**src/rtl/display_timing_gen.sv**
```systemverilog
// Raster timing generator: walks the H/V raster, requests pixels from the
// renderer and re-aligns sync/enable with the renderer's colour.
module display_timing_gen #(
    parameter int       RGB_W    = 12,
    parameter int       H_ACTIVE = 640,
    parameter int       H_FP     = 16,
    parameter int       H_SYNC   = 96,
    parameter int       H_BP     = 48,
    parameter int       V_ACTIVE = 480,
    parameter int       V_FP     = 10,
    parameter int       V_SYNC   = 2,
    parameter int       V_BP     = 33,
    parameter bit       HS_POL   = 1'b0,
    parameter bit       VS_POL   = 1'b0,
    parameter int       LATENCY  = 2,
    localparam int      H_TOTAL  = H_ACTIVE + H_FP + H_SYNC + H_BP,
    localparam int      V_TOTAL  = V_ACTIVE + V_FP + V_SYNC + V_BP,
    localparam int      X_W      = $clog2(H_TOTAL),
    localparam int      Y_W      = $clog2(V_TOTAL)
) (
    input  logic             clk_i,
    input  logic             rst_ni,
    input  logic             pix_en_i,
    output logic [X_W-1:0]   x_o,
    output logic [Y_W-1:0]   y_o,
    output logic             req_o,
    output logic             frame_start_o,
    input  logic [RGB_W-1:0] rgb_i,
    output logic [RGB_W-1:0] vga_rgb_o,
    output logic             vga_hs_o,
    output logic             vga_vs_o,
    output logic             de_o
);

    if (LATENCY < 1 || H_FP < 1 || H_SYNC < 1 || H_BP < 1 ||
        V_FP < 1 || V_SYNC < 1 || V_BP < 1) begin : g_param_err
        $error("display_timing_gen: LATENCY, porch and sync terms must be >= 1");
    end

    localparam logic [X_W-1:0] H_LAST   = X_W'(H_TOTAL - 1);
    localparam logic [Y_W-1:0] V_LAST   = Y_W'(V_TOTAL - 1);
    localparam logic [X_W-1:0] H_ACT    = X_W'(H_ACTIVE);
    localparam logic [Y_W-1:0] V_ACT    = Y_W'(V_ACTIVE);
    localparam logic [X_W-1:0] HS_START = X_W'(H_ACTIVE + H_FP);
    localparam logic [X_W-1:0] HS_END   = X_W'(H_ACTIVE + H_FP + H_SYNC);
    localparam logic [Y_W-1:0] VS_START = Y_W'(V_ACTIVE + V_FP);
    localparam logic [Y_W-1:0] VS_END   = Y_W'(V_ACTIVE + V_FP + V_SYNC);

    logic [X_W-1:0] h_q, h_d;
    logic [Y_W-1:0] v_q, v_d;

    logic req_raw;
    logic hs_raw;
    logic vs_raw;

    logic [LATENCY-1:0] req_dl_q, req_dl_d;
    logic [LATENCY-1:0] hs_dl_q, hs_dl_d;
    logic [LATENCY-1:0] vs_dl_q, vs_dl_d;

    logic [RGB_W-1:0] rgb_q, rgb_d;
    logic             de_q, de_d;
    logic             hs_q, hs_d;
    logic             vs_q, vs_d;

    // Raster counters
    always_comb begin
        h_d = h_q;
        v_d = v_q;
        if (pix_en_i) begin
            if (h_q == H_LAST) begin
                h_d = '0;
                if (v_q == V_LAST) begin
                    v_d = '0;
                end else begin
                    v_d = v_q + 1'b1;
                end
            end else begin
                h_d = h_q + 1'b1;
            end
        end
    end

    always_ff @(posedge clk_i) begin
        if (!rst_ni) begin
            h_q <= '0;
            v_q <= '0;
        end else begin
            h_q <= h_d;
            v_q <= v_d;
        end
    end

    assign req_raw = (h_q < H_ACT) && (v_q < V_ACT);
    assign hs_raw  = (h_q >= HS_START) && (h_q < HS_END);
    assign vs_raw  = (v_q >= VS_START) && (v_q < VS_END);

    assign x_o           = h_q;
    assign y_o           = v_q;
    assign req_o         = req_raw;
    assign frame_start_o = pix_en_i && (h_q == '0) && (v_q == '0);

    // Delay line matching the renderer latency; index LATENCY-1 is the tail
    always_comb begin
        req_dl_d = req_dl_q;
        hs_dl_d  = hs_dl_q;
        vs_dl_d  = vs_dl_q;
        if (pix_en_i) begin
            req_dl_d[0] = req_raw;
            hs_dl_d[0]  = hs_raw;
            vs_dl_d[0]  = vs_raw;
            for (int i = 1; i < LATENCY; i++) begin
                req_dl_d[i] = req_dl_q[i-1];
                hs_dl_d[i]  = hs_dl_q[i-1];
                vs_dl_d[i]  = vs_dl_q[i-1];
            end
        end
    end

    always_ff @(posedge clk_i) begin
        if (!rst_ni) begin
            req_dl_q <= '0;
            hs_dl_q  <= '0;
            vs_dl_q  <= '0;
        end else begin
            req_dl_q <= req_dl_d;
            hs_dl_q  <= hs_dl_d;
            vs_dl_q  <= vs_dl_d;
        end
    end

    // Output register stage
    always_comb begin
        rgb_d = rgb_q;
        de_d  = de_q;
        hs_d  = hs_q;
        vs_d  = vs_q;
        if (pix_en_i) begin
            de_d  = req_dl_q[LATENCY-1];
            rgb_d = req_dl_q[LATENCY-1] ? rgb_i : '0;
            hs_d  = hs_dl_q[LATENCY-1] ? HS_POL : ~HS_POL;
            vs_d  = vs_dl_q[LATENCY-1] ? VS_POL : ~VS_POL;
        end
    end

    always_ff @(posedge clk_i) begin
        if (!rst_ni) begin
            rgb_q <= '0;
            de_q  <= 1'b0;
            hs_q  <= ~HS_POL;
            vs_q  <= ~VS_POL;
        end else begin
            rgb_q <= rgb_d;
            de_q  <= de_d;
            hs_q  <= hs_d;
            vs_q  <= vs_d;
        end
    end

    assign vga_rgb_o = rgb_q;
    assign de_o      = de_q;
    assign vga_hs_o  = hs_q;
    assign vga_vs_o  = vs_q;

endmodule

```
**config.mk**
```make
export PLATFORM = sky130hd
export DESIGN_NAME = display_timing_gen
export DESIGN_NICKNAME = d
export VERILOG_FILES = /design/src/rtl/display_timing_gen.sv
export SDC_FILE = /design/constraint.sdc
export NUM_CORES = 1
export LEC_CHECK = 0
export BUFFER_PORTS_ARGS = -buffer_cell sky130_fd_sc_hd__buf_2
export CAP_MARGIN = 0
export CORE_MARGIN = 2
export CORE_UTILIZATION = 40
export DETAILED_ROUTE_END_ITERATION = 16
export PLACE_DENSITY = 0.61
export SYNTH_ARGS = -nofsm -noshare
export SYNTH_HDL_FRONTEND = slang
export SYNTH_SLANG_ARGS = --single-unit
```
**constraint.sdc**
```tcl
create_clock -name clk_i -period 4.5 [get_ports clk_i]
set_clock_uncertainty 0.1 [all_clocks]
set_input_delay 0.45 -clock clk_i [delete_from_list [all_inputs] [get_ports clk_i]]
set_output_delay 0.45 -clock clk_i [all_outputs]
set_load 0.02 [all_outputs]
```
==> results_dict.tcl, run 1 <==
set metrics [dict create \
    run_status "finished, final reports clean" \
    path_clk_slew_ns 0.07 \
    cts.sinks 41 \
    required_ns 3.95 \
    met3_length_um 238 \
    die_h_um 70.1 \
    peakVddDrop_mv 0.129 \
    ctsHtreeMaxLevel 2 \
    core_sq_mm 0.00429 \
    ctsHoldBuffers 0 \
    first_iter_violations 91 \
    post-cts-setup-buffers 0 \
    synth-compound-area-share_pct 12.7 \
    fin_setup_tns_ns 0 \
    syn_inst 198 \
    root_buffer "clkbuf_8" \
    rsz0062_at_grt "no" \
    overflow 0 \
    period_minus_slack_ns 2.56 \
    synth_nets 217 \
    diodes 0 \
    seq_area_frac_synth_pct 46.9 \
    grtUsageTotal_pct 16.4 \
    cp-start-kind "primary input" \
    wl_met1_mm 1.83 \
    dieArea_sq_mm 0.00492 \
    die_x_um 70.1 \
    yosys.area_share.simple_pct 26.8 \
    fmax_ghz 0.391 \
    drt_pass1_iterations 4 \
    period_share_pct 56.8 \
    p_per_area_mw_per_mm2 328 \
    worst-slew-pin-transition_ns 0.680 \
    post_cts_resized 0 \
    cts_buffer_depth 2 \
    gp_congestion 0.710 \
    fill_cells 440 \
    critical_path_class "primary input to primary output" \
    setup_viol 0 \
    rows 24 \
    dpl.hpwl_mm 2.69 \
    route.met2.wl_mm 1.67 \
    dp_slack_ns 1.90 \
    antenna_found_initial 0 \
    grt_pass1_vias 1440 \
    cts_tree "done" \
    portBuffers 51 \
    cp-end-kind "primary output" \
    synth_area_sq_mm 0.00175 \
    drive_gt1_share_pct 24.6 \
    p_leak_nw 0.915 \
    vias 1542 \
    avgSynthCellArea_sq_um 8.83 \
    start_util_pct 40.7 \
    max_slew_margin_pct 54.2 \
    grt_max_degree 26 \
    ys_warn_count 0 \
    slew_violations 0 \
    wire_per_inst_um 12.6 \
    highest_layer "met4" \
    synth_cell_types 34 \
    holdWs_ns 0.287 \
    hp-class "primary input to flop" \
    crit_fanout 17 \
    drv_cap 0 \
    fin_util_pct 49.9 \
    crit_arrival_ns 2.01 \
    clk_latency_ns 0.29 \
    synth_top_family_by_area "simple AND/OR/NAND/NOR gates" \
    routed_wl_mm 3.78 \
    setup_ws_ns 1.94 \
    nets 267 \
    synth_mux_area_share_pct 2.86 \
    via_per_inst 5.14 \
    ys_ff_latch 41 \
    antenna_left 0 \
    p_total_w 0.000703 \
    drc 0 \
    io_pins 52 \
    hold_viol 0 \
    cts_made_buffers 5 \
    syn2layout_area_growth_pct 22.4 \
    grt_first_pass_wirelength_mm 6.57 \
    synthXorXnorAreaFrac_pct 4.51 \
    synth_fa_ha_area_share_pct 2.86 \
]
==> cell usage in the layout, fill, tap and decap left out, drive strengths merged, types with 5 or more instances in the layout <==
cell type / netlist / final
a22oi: 12 / 12
nor2: 28 / 28
inv: 7 / 7
o21ai: 9 / 9
buf: 2 / 51
xor2: 5 / 5
clkbuf: 6 / 5
a21oi: 10 / 10
nand2: 16 / 16
or3: 8 / 8
mux2i: 5 / 5
dfxtp: 41 / 41
nand3: 11 / 11
==> worst paths after layout <==
check             startpoint            end  slack, ns  cells past startpoint
setup / recovery    pix_en_i  frame_start_o       1.94                      5
hold / removal      rgb_i[6]   vga_rgb_o[6]       0.29                      3
setup reg to reg      x_o[0]         y_o[2]       2.19                      5
hold reg to reg   vs_dl_q[0]     vs_dl_q[0]       0.37                      2
==> kinds of logic (layout without fill, tap and decap cells) <==
family	count (synthesis)	after routing
flops	41	41
xor+xnor	9	9
compound gates	36	36
mux	5	5
fa+ha+maj	4	4
simple gates	88	88
buf+inv	15	65
==> routing by layer <==
layer	up-vias	track usage (%)
li1	801	-
met1	694	22.3
met2	41	25.3
met3	6	4.47
met4	0	5.13
met5	-	0
==> registers in the layout (all words and copies together) (netlist names) <==
| signal | count |
|---|---|
| hs_dl_q | 2 |
| vga_vs_o | 1 |
| y_o | 10 |
| vga_rgb_o | 12 |
| vs_dl_q | 2 |
| req_dl_q | 2 |
| de_o | 1 |
| vga_hs_o | 1 |
| x_o | 10 |
==> synth_stat cells <==
library cell | count | area share (%)
mux2i_1 | 5 | 2.9
nor2_1 | 28 | 6.0
dfxtp_1 | 41 | 47
xor2_1 | 5 | 2.5
and2_1 | 1 | 0.36
nand4_1 | 2 | 0.72
xnor2_1 | 4 | 2.0
nand4b_1 | 2 | 1.0
or4b_2 | 1 | 0.57
nand3_1 | 11 | 3.1
nor4_1 | 4 | 1.4
or4b_1 | 1 | 0.57
inv_2 | 1 | 0.21
a31oi_1 | 1 | 0.36
a22oi_1 | 12 | 5.2
o21ai_0 | 9 | 2.6
nand2_1 | 16 | 3.4
ha_1 | 4 | 2.9
nor2b_1 | 1 | 0.36
or4_1 | 4 | 1.7
o31ai_1 | 3 | 1.3
a21oi_1 | 10 | 2.9
nand2b_1 | 1 | 0.36
clkbuf_1 | 6 | 1.3
inv_1 | 6 | 1.3
and3b_1 | 1 | 0.50
o41ai_1 | 1 | 0.50
or3_1 | 8 | 2.9
and2b_1 | 1 | 0.43
or2_1 | 1 | 0.36
and4_1 | 2 | 1.0
buf_2 | 2 | 0.57
and3_1 | 2 | 0.72
nand4_4 | 1 | 1.2
==> critical path, stage by stage <==
cell    delay (ns)
buf_2         0.28
inv_1         0.31
or3_1         0.45
nor4_1        0.28
buf_2         0.22
==> stage by stage <==
step / instance area, sq um / std cells
finish: 2140 / 300
global route: 2140 / 300
CTS: 2140 / 300
detailed placement: 2040 / 293
global placement: 2040 / 293
floorplan: 1750 / 198
==> power breakdown <==
group	leakage (nW)	internal, W	total (W)	switching [W]
Clock	0.0540	0.000161	0.000282	0.000121
Sequential	0.332	0.000368	0.000374	0.00000598
Combinational	0.530	0.0000173	0.0000466	0.0000294
Total	0.915	0.000547	0.000703	0.000156
==> layout make-up <==
type	instances	area, sq um	area share (%)
clock buffers	5	68.8	3.21
clock inverters	2	35.0	1.64
inverters	7	26.3	1.23
multi-input cells	142	870	40.6
flip-flops and latches	41	821	38.3
well taps	52	65.1	3.04
repair buffers	51	255	11.9
Power figures use the tool's default switching activity.
==> run 2, diff against run 1 <==
clock period = 2.7 ns   (was 4.5 ns; I/O delays follow)
==> run 2 against run 1 <==
Highest routed layer unchanged; critical path depth did not move; combinational power grew 72%; largest cell class unchanged; register-to-register slack got worse by 1.8 ns; wire length is 1.1% higher; sequential power up 67%; critical endpoint is now y_o[9]; power rose by 67%.
==> results_dict.tcl, run 2 (synthesis gave the netlist of run 1 again) <==
set metrics [dict create \
    run_status "finished, final reports clean" \
    antenna_left 0 \
    core_sq_mm 0.00429 \
    drt_pass1_iterations 4 \
    crit_arrival_ns 2.39 \
    reg2reg_setup_slack_ns 0.43 \
    setup_ws_ns 0.431 \
    placed_area_sq_mm 0.00205 \
    setup_viol 0 \
    hp-class "primary input to flop" \
    grtUsageTotal_pct 16.4 \
    cts_made_buffers 5 \
    period_minus_slack_ns 2.27 \
    rows 24 \
    layout_common_cells "buf_2 (51), dfxtp_1 (41), nor2_1 (28)" \
    required_ns 2.82 \
    dieArea_sq_mm 0.00492 \
    start_util_pct 40.7 \
    drc 0 \
    slowest_stage "or4_1" \
    io_pins 52 \
    path_clk_slew_ns 0.08 \
    ctsHtreeMaxLevel 2 \
    via_per_inst 5.17 \
    path_cells "ha_1 > nand4_4 > or4_1 > or4_1 > a21oi_1" \
    drv_cap 0 \
    final_area_sq_mm 0.00216 \
    drive_gt1_share_pct 25.2 \
    post-cts-setup-buffers 0 \
    largest_reg_flops 12 \
    overflow 0 \
    diodes 0 \
    cts_buffer_depth 2 \
    fmax_ghz 0.441 \
    peakVddDrop_mv 0.251 \
    p_leak_nw 0.925 \
    cts_tree "done" \
    routed_wl_mm 3.82 \
    syn2layout_area_growth_pct 23.2 \
    clk_latency_ns 0.29 \
    slew_violations 0 \
    vias 1561 \
    hold_depth 3 \
    critical_path_class "flop to flop" \
    holdWs_ns 0.112 \
    cp_common_cell "or4_1" \
    cp-start-kind "flop" \
    worst-slew-pin-transition_ns 0.458 \
    die_x_um 70.1 \
    wire_per_inst_um 12.6 \
    p_per_area_mw_per_mm2 546 \
    cts.sinks 41 \
    root_buffer "clkbuf_8" \
    grt_pass1_vias 1364 \
    layout_commonest_cell "buf_2" \
    grt_first_pass_wirelength_mm 6.57 \
    gp_congestion 0.772 \
    dp_slack_ns 0.502 \
    post_cts_resized 0 \
    fin_setup_tns_ns 0 \
    period_share_pct 84.0 \
    r2r-start "x_o[0]" \
    reg2reg_depth 5 \
    dpl.hpwl_mm 2.72 \
    ctsHoldBuffers 0 \
    antenna_found_initial 0 \
    min_from "rgb_i[1]" \
    hold_viol 0 \
    nets 269 \
    first_iter_violations 81 \
    cp-end-kind "flop" \
    whs_endpoint "vga_rgb_o[1]" \
    max_slew_margin_pct 69.5 \
    rsz0062_at_grt "no" \
    slowest_delay_ns 0.68 \
    crit_fanout 8 \
    crit-reg2reg-capture "y_o[9]" \
    portBuffers 51 \
    die_h_um 70.1 \
    grt_max_degree 26 \
]
-- run 2: changes by cell type in the layout (fill, tap and decap cells not counted) --
cell,previous run,this run
buf_4,0,2
-- run 2: power breakdown --
part           total (W)  switching (W)  internal [W]
Clock           0.000473       0.000204      0.000269
Sequential      0.000624     0.00000985      0.000614
Combinational  0.0000801      0.0000494     0.0000308
Total            0.00118       0.000263      0.000913
-- run 2: area by class of cell --
type                            instances  area (sq um)
Clock inverter                          2          35.0
Sequential cell                        41           821
Fill cell                             437          2140
Inverter                                7          26.3
Tap cell                               52          65.1
Clock buffer                            5          68.8
Multi-Input combinational cell        142           870
Timing Repair Buffer                   53           270
-- run 2: critical path, delay by kind of cell, from the launching register on --
family | cells | cell delay [ns]
AO/OA/AOI/OAI | 1 | 0.16
flip-flops | 1 | 0.42
adder cells (fa/ha/maj) | 1 | 0.24
AND/OR/NAND/NOR | 3 | 1.28
-- run 2: worst max path at each step --
stage / start / endpoint / slack, ns / cells after the start
finish: x_o[0] / y_o[9] / 0.43 / 5
global route: x_o[0] / y_o[7] / 0.30 / 5
CTS: x_o[0] / y_o[9] / 0.46 / 5
detailed placement: x_o[0] / y_o[7] / 0.50 / 5
floorplan: x_o[0] / y_o[9] / 0.48 / 6
global placement: x_o[0] / y_o[7] / 0.55 / 5
-- run 2: per-stage QoR --
stage / std cells / power (W) / util, %
3_3_place_gp: 295 / 0.000719 / 47.8
4_1_cts: 302 / 0.00119 / 50.2
3_5_place_dp: 295 / 0.000719 / 47.8
6_report: 302 / 0.00118 / 50.2
2_1_floorplan: 198 / 0.000686 / -
5_1_grt: 302 / 0.00123 / 50.2
-- run 2: layer usage --
layer	global-route usage [%]	wire, um
met1	22.6	1910
met2	24.8	1670
met3	4.62	189
met4	5.77	48
met5	0	0
